--- src/rtl/fetch_pipe.sv ---
// fetch_pipe: single-stage instruction fetch with redirect, stall, optional delay slot and saturating event counters.
module fetch_pipe #(
  parameter int PC_WIDTH    = 10,
  parameter int INSTR_WIDTH = 32,
  parameter int RESET_PC    = 0,
  parameter int DELAY_SLOT  = 0,
  parameter int CNT_WIDTH   = 16
) (
  input  logic                   clk,
  input  logic                   rst,
  input  logic                   stall_EX,
  input  logic [1:0]             pc_src_EX,
  input  logic [PC_WIDTH-1:0]    branch_addr_EX,
  input  logic [PC_WIDTH-1:0]    jtype_addr_EX,
  input  logic [PC_WIDTH-1:0]    reg_addr_EX,
  output logic [PC_WIDTH-1:0]    imem_addr,
  input  logic [INSTR_WIDTH-1:0] imem_rdata,
  output logic [PC_WIDTH-1:0]    PC_FETCH,
  output logic [INSTR_WIDTH-1:0] instruction_EX,
  output logic [PC_WIDTH-1:0]    PC_EX,
  output logic                   valid_EX,
  output logic [CNT_WIDTH-1:0]   stall_count,
  output logic [CNT_WIDTH-1:0]   redirect_count
);
  logic [PC_WIDTH-1:0] target;
  always_comb target = pc_src_EX == 2'b01 ? branch_addr_EX :
                       pc_src_EX == 2'b10 ? jtype_addr_EX : reg_addr_EX;
  assign imem_addr = PC_FETCH;
  always_ff @(posedge clk) begin
    if (rst) begin
      PC_FETCH       <= PC_WIDTH'(RESET_PC);
      instruction_EX <= '0;
      PC_EX          <= '0;
      valid_EX       <= 1'b0;
      stall_count    <= '0;
      redirect_count <= '0;
    end else if (pc_src_EX != 2'b00) begin
      PC_FETCH       <= target;
      instruction_EX <= DELAY_SLOT != 0 ? imem_rdata : '0;
      PC_EX          <= PC_FETCH;
      valid_EX       <= DELAY_SLOT != 0;
      if (redirect_count != '1) redirect_count <= redirect_count + 1'b1;
    end else if (stall_EX) begin
      if (stall_count != '1) stall_count <= stall_count + 1'b1;
    end else begin
      PC_FETCH       <= PC_FETCH + 1'b1;
      instruction_EX <= imem_rdata;
      PC_EX          <= PC_FETCH;
      valid_EX       <= 1'b1;
    end
  end
endmodule

--- config.mk ---
export PLATFORM = sky130hd
export DESIGN_NAME = fetch_pipe
export DESIGN_NICKNAME = d
export VERILOG_FILES = /design/src/rtl/fetch_pipe.sv
export SDC_FILE = /design/constraint.sdc
export NUM_CORES = 1
export LEC_CHECK = 0
export ABC_AREA = 0
export CAP_MARGIN = 15
export CORE_MARGIN = 2
export CORE_UTILIZATION = 25
export DETAILED_ROUTE_END_ITERATION = 6
export HOLD_SLACK_MARGIN = 0.15
export PLACE_DENSITY = 0.5
export SYNTH_ARGS = -nofsm -noshare
export SYNTH_HDL_FRONTEND = slang
export SYNTH_SLANG_ARGS = --single-unit
--- constraint.sdc ---
create_clock -name clk -period 4.45 [get_ports clk]
set_clock_uncertainty 0.05 [all_clocks]
set_input_delay 1.335 -clock clk [delete_from_list [all_inputs] [get_ports clk]]
set_output_delay 1.335 -clock clk [all_outputs]
set_load 0.03 [all_outputs]
==> flow_metrics.py <==
metrics = {
    "drt": {
        "drt-total-wl_um": 12500,
        "route.antenna.remaining_nets": 0,
        "first_iter_violations": 167,
        "route.detailed.drc": 0,
        "dr_wl_met3_um": 1470,
        "avgRoutedWirePerCell_um": 15.7,
        "dr.pass1.iters": 4,
        "viasPerCell": 4.79,
        "vias": 3838,
        "wl_met1_um": 5280,
        "dr_wl_met2_um": 5610,
        "routed.top_layer": "met4",
    },
    "layout": {
        "area_growth_pct": 51.0,
        "final_cells": 801,
        "fillers": 1573,
        "layout-drive-gt1-share_pct": 9.06,
        "layout_common_cells": "clkdlybuf4s50_1 (159), dfxtp_1 (85), a21oi_1 (49)",
        "mostFrequentLayoutCell": "clkdlybuf4s50_1",
        "nets": 651,
        "diodes": 0,
    },
    "synthesis": {
        "synth_edf_count": 0,
        "synth_area_sq_um": 3980,
        "synth-seq-cells": 85,
        "synth_ff_type": "dfxtp_1",
        "yosysWarnings": 0,
        "ys_seq_area_share_pct": 42.8,
        "synthCells": 439,
        "synth.distinct_cells": 48,
        "synthArstFlopShare_pct": 0,
        "syn_avg_cell_area_sq_um": 9.06,
        "syn_nets": 509,
    },
    "critical_path": {
        "crit_arrival_ns": 3.39,
        "worstPathMaxFanout": 22,
        "worst-endpoint-required_ns": 4.67,
        "crit_chain": "clkdlybuf4s50_1 > nor3b_4 > o41ai_2 > buf_4 > or4_2 > a21oi_1",
        "cpPeakStageDelay_ns": 0.65,
        "cp_slowest_cell": "or4_2",
        "critical_path.top_delay_family": "simple AND/OR/NAND/NOR gates",
        "path_buf_inv": 2,
        "cp-end-kind": "flop",
        "critPathKind": "input port to flop",
        "critPathLaunchType": "input port",
    },
    "cts": {
        "htree_levels": 3,
        "path_clk_slew_ns": 0.06,
        "hold_buffers": 0,
        "clk_latency_ns": 0.34,
        "clockRootBuffer": "clkbuf_16",
        "clkSinkCount": 85,
        "cts_buffers": 9,
        "cts_tree": "yes",
        "post_cts_resized": 0,
        "cts_setup_buffers": 0,
        "cts.path.max_buffers": 2,
    },
    "timing": {
        "setup-violations-final": 0,
        "fmax_ghz": 0.316,
        "fin_crit_ns": 3.17,
        "finalMaxSlewViolations": 0,
        "rsz0062_at_grt": "no",
        "setup_tns_ns": 0,
        "min_period_over_period_pct": 71.2,
        "max_slew_margin_pct": 55.4,
        "tightest_slew_ns": 0.669,
        "finalHoldViolations": 0,
    },
    "outcome": {
        "status": "finished, final reports clean",
    },
    "placement": {
        "place_inst": 786,
        "portBuffers": 161,
        "hpwl_um": 9260,
        "gp_congestion": 0.765,
    },
    "job": {
        "maxCapViolations": 0,
    },
    "worst_hold_path": {
        "hold_class": "flop to flop",
    },
    "global_routing": {
        "grt_usage_pct": 15.2,
        "grt_first_pass_wirelength_um": 19900,
        "overflow": 0,
        "grt_max_degree": 56,
        "antenna_found_initial": 0,
        "grt_pass1_vias": 3779,
    },
    "floorplan": {
        "io-pin-count": 162,
        "rows": 46,
        "die_h_um": 130,
        "start_util_pct": 25.3,
        "core_sq_um": 15700,
        "dieArea_sq_um": 16900,
        "die_w_um": 130,
    },
    "power_and_ir_drop": {
        "peakVddDrop_uv": 168,
        "internal_power_mw": 1.37,
        "leakagePower_nw": 2.11,
        "pwr-share-comb_pct": 15.3,
        "clockPowerShare_pct": 40.9,
        "p_sw_share_pct": 25.6,
        "p_seq_share_pct": 43.8,
        "powerDensity_nw_per_um2": 307,
        "power.switching_uw": 472,
    },
}
[worst reg2reg max path, stage by stage, from the launching register on]
cell	delay, ns
dfxtp_1	0.44
ha_1	0.28
nand3_1	0.20
or3_4	0.40
or4_1	0.51
a21oi_1	0.15
[cells in the mapped netlist (8+ instances only)]
library cell  number  area (sq um)
or4_1             10          75.1
clkbuf_1          15          56.3
nand3_1           16          80.1
nand4_1           12          75.1
mux2i_1           35           350
o21ai_0           14          70.1
buf_4             12          90.1
a21oi_1           49           245
nand2_1           31           116
buf_2              8          40.0
dfxtp_1           85          1700
nor2_1            41           154
o31ai_1           14           105
[layer usage]
metal | vias to the layer above | global-route usage (%)
met5 | - | 0
met4 | 0 | 5.57
met3 | 11 | 8.32
met2 | 149 | 23.8
met1 | 1789 | 17.6
li1 | 1889 | -
[layout make-up]
cell class | count | area, sq um | area share, %
Multi-Input combinational cell | 310 | 2050 | 34.2
Tap cell | 216 | 270 | 4.50
Timing Repair Buffer | 170 | 1670 | 27.8
Clock inverter | 4 | 48.8 | 0.813
Clock buffer | 11 | 243 | 4.04
Inverter | 5 | 18.8 | 0.313
Sequential cell | 85 | 1700 | 28.3
[power groups by stage]
stage | Sequential (mW) | Combinational, mW | Clock [mW]
3_3_place_gp | 0.825 | 0.280 | 0
6_report | 0.808 | 0.282 | 0.753
5_1_grt | 0.812 | 0.303 | 0.809
4_1_cts | 0.809 | 0.285 | 0.783
2_1_floorplan | 0.856 | 0.123 | 0
3_5_place_dp | 0.826 | 0.284 | 0
[cells by family after synthesis]
group           synth area share (%)
mux                             13.6
xor+xnor                       0.441
compound gates                  14.2
simple gates                    22.2
fa+ha+maj                      0.944
flops                           42.8
buf+inv                         5.79
[worst paths after layout]
| kind | from | end | slack [ns] | cells after the start |
|---|---|---|---|---|
| worst max-delay path | pc_src_EX[1] | stall_count[9] | 1.28 | 6 |
| worst min-delay path | valid_EX | valid_EX | 0.40 | 2 |
| worst max register to register | redirect_count[1] | redirect_count[14] | 2.35 | 5 |
| worst min register to register | valid_EX | valid_EX | 0.40 | 2 |
[through the flow]
step	hold slack [ns]	power [mW]	utilization, %	worst slack, ns	cell area (sq um)
floorplan	0.525	0.978	-	1.71	3980
global placement	0.387	1.10	36.4	0.946	5710
detailed placement	0.392	1.11	36.4	0.910	5710
CTS	0.401	1.88	38.2	1.27	6000
global route	0.432	1.92	38.2	1.13	6000
finish	0.397	1.84	38.2	1.28	6000
[registers in the layout (all words and copies together) (netlist names)]
name and count:
PC_FETCH 10, redirect_count 16, PC_EX 10, valid_EX 1, instruction_EX 32, stall_count 16
(Power assumes the default switching activity.)
